[src/rtl/coreb_pkg.sv]
// ============================================================================
//  Module  : coreb_pkg
//  Brief   : Shared Core-B slave definitions: widths, size codes, FSM states.
//  Rev     : 1.0  initial release
// ============================================================================
`default_nettype none

package coreb_pkg;

  localparam int BUS_DW   = 39;
  localparam int REG_DW   = 32;
  localparam int MOD_PRIV = 0;

  localparam logic [2:0] SZ_BYTE = 3'b000;
  localparam logic [2:0] SZ_HALF = 3'b001;
  localparam logic [2:0] SZ_WORD = 3'b010;

  typedef enum logic [2:0] {
    ST_IDLE = 3'd0,
    ST_DATA = 3'd1,
    ST_RESP = 3'd2,
    ST_ERR1 = 3'd3,
    ST_ERR2 = 3'd4
  } slv_state_e;

endpackage

`default_nettype wire

[src/rtl/coreb_slv_lane_dec.sv]
// ============================================================================
//  Module  : coreb_slv_lane_dec
//  Brief   : Decodes access size, low address bits and mode into byte lanes
//            and an illegal-access flag.
//  Rev     : 1.0  initial release
// ============================================================================
`default_nettype none

module coreb_slv_lane_dec
  import coreb_pkg::*;
#(
  parameter int PRIV_ONLY = 0
) (
  input  logic [2:0] sz_i,
  input  logic [1:0] addr_lo_i,
  input  logic       priv_i,
  output logic [3:0] be_o,
  output logic       illegal_o
);

  always_comb begin
    be_o      = 4'b0000;
    illegal_o = 1'b0;
    case (sz_i)
      SZ_BYTE: be_o = 4'b0001 << addr_lo_i;
      SZ_HALF: begin
        if (addr_lo_i[0]) illegal_o = 1'b1;
        else              be_o = addr_lo_i[1] ? 4'b1100 : 4'b0011;
      end
      SZ_WORD: begin
        if (addr_lo_i != 2'b00) illegal_o = 1'b1;
        else                    be_o = 4'b1111;
      end
      default: illegal_o = 1'b1;
    endcase
    // User-mode accesses are refused outright on privileged-only windows
    if ((PRIV_ONLY != 0) && !priv_i) illegal_o = 1'b1;
  end

endmodule

`default_nettype wire

[src/rtl/coreb_slave_port.sv]
// ============================================================================
//  Module  : coreb_slave_port
//  Brief   : Core-B slave endpoint bridging one bus slot to a register file.
//            Optional macro COREB_SLV_TIMEOUT_EN adds a RegAck timeout.
//  Rev     : 1.0  initial release
// ============================================================================
`default_nettype none

module coreb_slave_port
  import coreb_pkg::*;
#(
  parameter int ADDR_W      = 8,
  parameter int PRIV_ONLY   = 0,
  parameter int TIMEOUT_CYC = 16
) (
  input  logic              CLK_i,
  input  logic              RST_i,
  input  logic              DSEL_i,
  input  logic              MsRDY_i,
  input  logic              MmWT_i,
  input  logic [2:0]        MmSZ_i,
  input  logic [2:0]        MmMOD_i,
  input  logic [31:0]       MmADDR_i,
  input  logic [BUS_DW-1:0] MmWDT_i,
  output logic              SRDY_o,
  output logic              SERR_o,
  output logic [BUS_DW-1:0] SRDT_o,
  output logic [ADDR_W-1:0] RegAddr_o,
  output logic              RegRd_o,
  output logic              RegWr_o,
  output logic [3:0]        RegBe_o,
  output logic [REG_DW-1:0] RegWrData_o,
  input  logic [REG_DW-1:0] RegRdData_i,
  input  logic              RegAck_i,
  input  logic              RegErr_i
);

  slv_state_e        state_q, state_d;
  logic              wt_q, wt_d;
  logic [ADDR_W-3:0] addr_q, addr_d;
  logic [3:0]        be_q, be_d;
  logic [BUS_DW-1:0] srdt_q, srdt_d;
  logic              first_q, first_d;

  logic [3:0]        dec_be;
  logic              dec_illegal;
  logic              accept;

  logic              unused_inputs;
  assign unused_inputs = ^{MmADDR_i[31:ADDR_W], MmMOD_i[2:1], MmWDT_i[BUS_DW-1:REG_DW]};

  coreb_slv_lane_dec #(
    .PRIV_ONLY (PRIV_ONLY)
  ) u_lane_dec (
    .sz_i      (MmSZ_i),
    .addr_lo_i (MmADDR_i[1:0]),
    .priv_i    (MmMOD_i[MOD_PRIV]),
    .be_o      (dec_be),
    .illegal_o (dec_illegal)
  );

  assign accept = DSEL_i & MsRDY_i;

`ifdef COREB_SLV_TIMEOUT_EN
  localparam int TMO_W = $clog2(TIMEOUT_CYC + 1);
  logic [TMO_W-1:0] tmo_q, tmo_d;

  always_ff @(posedge CLK_i) begin
    if (RST_i) tmo_q <= '0;
    else       tmo_q <= tmo_d;
  end
`else
  localparam int unused_timeout_cyc = TIMEOUT_CYC;
`endif

  always_ff @(posedge CLK_i) begin
    if (RST_i) begin
      state_q <= ST_IDLE;
      wt_q    <= 1'b0;
      addr_q  <= '0;
      be_q    <= 4'b0000;
      srdt_q  <= '0;
      first_q <= 1'b0;
    end else begin
      state_q <= state_d;
      wt_q    <= wt_d;
      addr_q  <= addr_d;
      be_q    <= be_d;
      srdt_q  <= srdt_d;
      first_q <= first_d;
    end
  end

  always_comb begin
    state_d = state_q;
    wt_d    = wt_q;
    addr_d  = addr_q;
    be_d    = be_q;
    srdt_d  = srdt_q;
    first_d = 1'b0;
`ifdef COREB_SLV_TIMEOUT_EN
    tmo_d   = tmo_q;
`endif
    case (state_q)
      ST_IDLE, ST_RESP, ST_ERR2: begin
        if (accept) begin
          wt_d   = MmWT_i;
          addr_d = MmADDR_i[ADDR_W-1:2];
          be_d   = dec_be;
          if (dec_illegal) begin
            state_d = ST_ERR1;
            srdt_d  = '0;
          end else begin
            state_d = ST_DATA;
            first_d = 1'b1;
`ifdef COREB_SLV_TIMEOUT_EN
            tmo_d   = '0;
`endif
          end
        end else begin
          state_d = ST_IDLE;
        end
      end
      ST_DATA: begin
        if (RegAck_i) begin
          if (RegErr_i) begin
            state_d = ST_ERR1;
            srdt_d  = '0;
          end else begin
            state_d = ST_RESP;
            srdt_d  = wt_q ? '0 : {{(BUS_DW-REG_DW){1'b0}}, RegRdData_i};
          end
        end else begin
`ifdef COREB_SLV_TIMEOUT_EN
          // Strobe is never re-issued; a late ack lands outside DATA and is dropped
          if (tmo_q == TMO_W'(TIMEOUT_CYC - 1)) begin
            state_d = ST_ERR1;
            srdt_d  = '0;
          end else begin
            tmo_d = tmo_q + 1'b1;
          end
`endif
        end
      end
      ST_ERR1: state_d = ST_ERR2;
      default: state_d = ST_IDLE;
    endcase
  end

  assign SRDY_o      = (state_q == ST_IDLE) || (state_q == ST_RESP) || (state_q == ST_ERR2);
  assign SERR_o      = (state_q == ST_ERR1) || (state_q == ST_ERR2);
  assign SRDT_o      = srdt_q;
  assign RegAddr_o   = {addr_q, 2'b00};
  assign RegBe_o     = be_q;
  assign RegRd_o     = (state_q == ST_DATA) && first_q && !wt_q;
  assign RegWr_o     = (state_q == ST_DATA) && first_q && wt_q;
  assign RegWrData_o = MmWDT_i[REG_DW-1:0];

endmodule

`default_nettype wire

[config.mk]
export PLATFORM = sky130hd
export DESIGN_NAME = coreb_slave_port
export DESIGN_NICKNAME = d
export VERILOG_FILES = /design/src/rtl/coreb_pkg.sv /design/src/rtl/coreb_slv_lane_dec.sv /design/src/rtl/coreb_slave_port.sv
export SDC_FILE = /design/constraint.sdc
export NUM_CORES = 1
export LEC_CHECK = 0
export CAP_MARGIN = 15
export CORE_MARGIN = 10
export CORE_UTILIZATION = 35
export DETAILED_ROUTE_END_ITERATION = 16
export PLACE_DENSITY_LB_ADDON = 0.05
export SLEW_MARGIN = 20
export SYNTH_ARGS = -nofsm -noshare
export SYNTH_HDL_FRONTEND = slang
export SYNTH_SLANG_ARGS = --single-unit
export TNS_END_PERCENT = 5
[constraint.sdc]
create_clock -name CLK_i -period 2.82 [get_ports CLK_i]
set_input_delay 0.564 -clock CLK_i [delete_from_list [all_inputs] [get_ports CLK_i]]
set_output_delay 0.564 -clock CLK_i [all_outputs]
set_load 0.05 [all_outputs]
# ---- Word level (Yosys, flattened, before mapping)
# Index checks and enable logic that the tools add are counted.
dict set report totals {
  inputBits 116
  out_inout_bits 87
  regBits 54
  elab_cells 53
}
dict set report op_classes {
  eq_ne 9
  n_reduce_logical 15
  bitwise_logic 3
  n_shift 1
  mux 19
}
# cell count
set ops {}
lappend ops {{two-way mux 39 bit} 3}
lappend ops {{one-hot mux 39 bit (2 select lines)} 1}
lappend ops {{two-way mux 32 bit} 2}
lappend ops {{two-way mux 4 bit} 3}
lappend ops {{one-hot mux 4 bit (3 select lines)} 1}
lappend ops {{== test 3 x 2 -> 1 bit, second input constant} 3}
lappend ops {{one-hot mux 3 bit (3 select lines)} 1}
lappend ops {{== test 3 x 1 -> 1 bit, second input constant} 2}
lappend ops {{zero test 3 bit} 2}
lappend ops {{two-way mux 3 bit} 2}
lappend ops {{!= test 2 bit, second input constant} 3}
lappend ops {{OR reduction 3 bit} 2}
lappend ops {{two-way mux 1 bit} 4}
lappend ops {{AND reduction 4 bit} 1}
lappend ops {{nonzero test 2 bit} 2}
lappend ops {{left shift 1 x 2 -> 4 bit, first input constant} 1}
lappend ops {{== test 3 bit, second input constant} 1}
lappend ops {{logical AND 1 bit} 3}
lappend ops {{logical OR 1 bit} 3}
lappend ops {{one-hot mux 1 bit (3 select lines)} 1}
lappend ops {{two-way mux 2 bit} 1}
lappend ops {{inverter 1 bit} 2}
lappend ops {{AND reduction 2 bit} 1}
lappend ops {{AND 1 bit} 1}
lappend ops {{zero test 1 bit} 1}

# ---- Logic depth before layout (Yosys ltp)
dict set report depth {
  word_depth 6
  mapped_depth 5
  ltp_nobuf 4
}

# ---- Cells and area by module
# From an unflattened synthesis, not the netlist that was laid out.
dict set report hier_totals {
  cells_unflattened 264
  area_unflattened_um2 2427.3
}
# mod seq_area_each_um2 cells_each instances area_per_inst_um2
set by_module_without_submodules {}
lappend by_module_without_submodules {coreb_slave_port 940.9 251 1 2324.7}
lappend by_module_without_submodules {coreb_slv_lane_dec 0.0 13 1 102.6}

# ---- Worst setup path before layout
# No wires, ideal clock.
dict set report synth_path {
  kind {flip-flop to output port}
  startpoint {register state_q[2]}
  endpoint {output SERR_o}
  stages_incl_launch_ff 3
  setup_slack_ps 657
  required_time_ps 2256
  n_path_buf 0
  t_arrival_ps 1599
  path_cell_list {dfxtp_1 > nand2b_1 > o21ai_0}
}
dict set report synth_between {
  elab_chain_len 2
  word_cells_on_any_way 3
  classes_between {eq/ne (2); reduce/logical (1)}
}
# element line_no
set synth_lines {}
lappend synth_lines {{start: declaration} coreb_slave_port.sv:38} ;# slv_state_e state_q, state_d;
lappend synth_lines {{start signal: assignment} coreb_slave_port.sv:85} ;# state_q <= state_d;
lappend synth_lines {{== test 3 x 2 -> 1 bit or == test 3 bit (tied branches)} coreb_slave_port.sv:151} ;# assign SERR_o = (state_q == ST_ERR1) || (state_q == ST_ERR2);
lappend synth_lines {{logical OR 1 bit *} coreb_slave_port.sv:151}
lappend synth_lines {{end: declaration} coreb_slave_port.sv:26} ;# output logic SERR_o,
# Mark *: on every way between the ends. The rest lies on a longest branch, timed or not.

# ---- Worst setup path after layout
dict set report layout_path {
  startpoint {register state_q[0]}
  endpoint {output RegWr_o}
}
dict set report layout_between {
  elab_chain_len 3
}
# element line_no
set layout_lines {}
lappend layout_lines {{== test 3 x 1 -> 1 bit} coreb_slave_port.sv:156} ;# assign RegWr_o = (state_q == ST_DATA) && first_q && wt_q;
lappend layout_lines {{logical AND 1 bit (2 in a row)} coreb_slave_port.sv:156}
lappend layout_lines {{end: declaration} coreb_slave_port.sv:30} ;# output logic RegWr_o,
# No other way between the ends.

==> results.py <==
metrics = {
    "power": {
        "power.total_mw": 1.40,
        "switching_share": 0.271,
        "share_comb_of_total_power": 0.186,
        "switching_power_mw": 0.380,
        "p_clk_frac": 0.327,
        "p_leak_nw": 1.27,
        "p_int_mw": 1.02,
        "ir_worst_vdd_mv": 0.171,
        "seqPwrFrac": 0.487,
        "p_per_area_nw_per_um2": 433,
    },
    "critical_path": {
        "crit_type": "reg -> out",
        "crit_required_ps": 2260,
        "max_stage_delay_ps": 850,
        "crit_path_cell_trace": "nor3b_4, and3_1, clkdlybuf4s50_1",
        "cp_max_fo": 7,
        "cp_top_family": "buffers and inverters",
        "cp-start-kind": "register",
        "crit_path_end_kind": "primary output",
        "cp_num_buf_inv": 1,
        "crit_slowest_cell": "clkdlybuf4s50_1",
        "cp.arrival_ps": 2100,
    },
    "synthesis": {
        "syn_area_per_cell_sq_um": 8.94,
        "synth-seq-cells": 47,
        "ys_seq_area_frac": 0.394,
        "synth_area_sq_um": 2390,
        "ys_types": 29,
        "yosysWarningCount": 0,
        "synth_largest_area_cell": "dfxtp_1",
        "synthCells": 267,
        "synth_top_area_share": 0.394,
        "synth_area_leaders": "dfxtp_1 39%, buf_4 14%, mux2i_1 13%, nand2b_1 9.4%, nand2_1 8.3%",
    },
    "die": {
        "die_w_microns": 103,
        "rows": 30,
        "initial_core_util": 0.355,
        "ioPinCount": 203,
        "core_area_sq_um": 6720,
        "fp.dieArea_sq_um": 10500,
        "die_h_microns": 103,
    },
    "sta": {
        "maxSlewHeadroom": 0.618,
        "rsz0062_at_grt": "false",
        "final-hold-violation-count": 0,
        "setup-tns-final_ps": 0,
        "setup_viol": 0,
        "max_freq_mhz": 375,
        "fin_crit_sh": 0.945,
        "finalClockSkew_ps": 9.28,
        "final_max_slew_viol_count": 0,
        "min_period_ps": 2670,
        "worst_pin_slew_ps": 572,
    },
    "finish": {
        "nets": 444,
        "n_fill_cell": 660,
        "fin_area_sq_um": 3230,
        "most-common-layout-cells": "95 x clkdlybuf4s50_1, 53 x nand2_1, 47 x dfxtp_1, 36 x nand2b_1, 32 x mux2i_1",
        "syn2layout_area_growth_pct": 35.4,
        "fin_cells": 409,
        "diodes": 0,
        "final_common_cell": "clkdlybuf4s50_1",
        "layout-drive-gt1-share": 0.0547,
    },
    "cts": {
        "clk_pin_slew_ps": 90,
        "cts_sinks": 47,
        "clk-insertion-delay-late_ps": 300,
        "cts_tree": "built",
        "cts_max_level": 2,
        "numCtsBuffers": 5,
        "cts_resized": 0,
        "cts_root_buffer": "clkbuf_8",
        "cts_hold_buf": 0,
        "post_cts_buffers": 0,
        "clock_path_buffers": 2,
    },
    "global_route": {
        "grt_pass1_wl_mm": 9.69,
        "grt_pass1_vias": 1844,
        "grt_start_max_net_pins": 48,
        "grt-ovfl-total": 0,
        "grtUsageTotal": 0.117,
        "grt_antenna_before_repair": 0,
    },
    "run_status": {
        "status": "complete, no violations",
    },
    "job": {
        "cap_violations": 0,
    },
    "min_path": {
        "min_path_type": "reg -> reg",
    },
    "place": {
        "place_area_sq_um": 3130,
        "io_buffers": 95,
        "gp_congestion": 0.679,
        "dpl.hpwl_mm": 4.62,
        "dp_cells": 401,
    },
    "drt": {
        "drt_iter0_drc": 61,
        "wl_mm": 6.37,
        "dr.pass1.iters": 4,
        "wl_per_cell_microns": 15.6,
        "drc_errors": 0,
        "dr_total_vias": 1841,
        "viasPerCell": 4.50,
        "ant_nets": 0,
    },
}
## routing by layer
layer | wire length, microns | up-vias | global-route usage
met5 | 0 | - | 0
met4 | 26 | 0 | 0.0401
met3 | 905 | 2 | 0.0771
met2 | 2660 | 87 | 0.164
met1 | 2780 | 808 | 0.140
li1 | - | 944 | -
## cell usage after synthesis
master and count:
nor4bb_1 1, nor4b_4 1, conb_1 1, and3_1 2, nor2_1 4, o2bb2ai_1 1
a221oi_1 1, a21oi_1 15, nand3b_1 1, dfxtp_1 47, nor3_1 2, a21oi_2 1
mux2i_1 32, nor3b_4 1, buf_6 3, o21bai_1 1, nand2_1 53, o21ai_1 1
a2111o_1 1, o21ai_0 3, o2bb2ai_4 1, inv_1 2, clkbuf_1 7, xnor2_1 1
nand4_1 1, nand3_2 1, buf_4 44, nand2b_1 36, nand3_1 2
## cell type report
class | count | area (sq um) | share of cell area
clock buffer | 7 | 96.3 | 0.0298
clock inverter | 1 | 7.51 | 0.00232
multi-input combinational | 172 | 1080 | 0.334
sequential | 47 | 941 | 0.291
timing repair buffer | 100 | 1000 | 0.310
tap | 80 | 100 | 0.0310
inverter | 2 | 7.51 | 0.00232
## logic make-up (layout without fill, tap and decap cells)
kind of cell,count (synthesis),count (layout),synth area share
AND/OR/NAND/NOR,105,105,0.230
buffers and inverters,56,110,0.167
flip-flops,47,47,0.394
multiplexers,32,32,0.134
AO/OA/AOI/OAI,25,25,0.0702
other,1,9,0.00157
XOR/XNOR,1,1,0.00367
## power groups by stage
stage	clock, mW	combinational [mW]	sequential [mW]
final	0.457	0.261	0.683
after floorplan	0	0.254	0.726
after global routing	0.506	0.278	0.685
after global placement	0	0.262	0.698
after CTS	0.480	0.263	0.683
after detailed placement	0	0.261	0.698
## through the flow
step	hold WS, ps	setup WS (ps)	utilization
2_1_floorplan	491	657	-
3_3_place_gp	442	434	0.466
3_5_place_dp	447	408	0.466
4_1_cts	460	133	0.481
5_1_grt	479	9.77	0.481
6_report	458	154	0.481
## registers in the layout (all words and copies together), names as in the netlist
name,cells
wt_q,1
state_q,3
addr_q,6
RegBe_o,4
first_q,1
SRDT_o,32
## worst reg2reg max path: cells and delay by family (launching register included)
family                 cells  cell delay [ps]
AO/OA/AOI/OAI              3              710
buffers and inverters      1              260
flip-flops                 1              390
AND/OR/NAND/NOR            1              290
## worst paths after layout
path / end / slack [ps] / cells after the start / from
worst min register to register: addr_q[0] / 460 / 2 / addr_q[0]
worst max-delay path: RegWr_o / 150 / 3 / state_q[0]
worst min-delay path: addr_q[0] / 460 / 2 / addr_q[0]
worst max register to register: RegBe_o[2] / 1120 / 5 / state_q[2]
(Power assumes the default switching activity.)
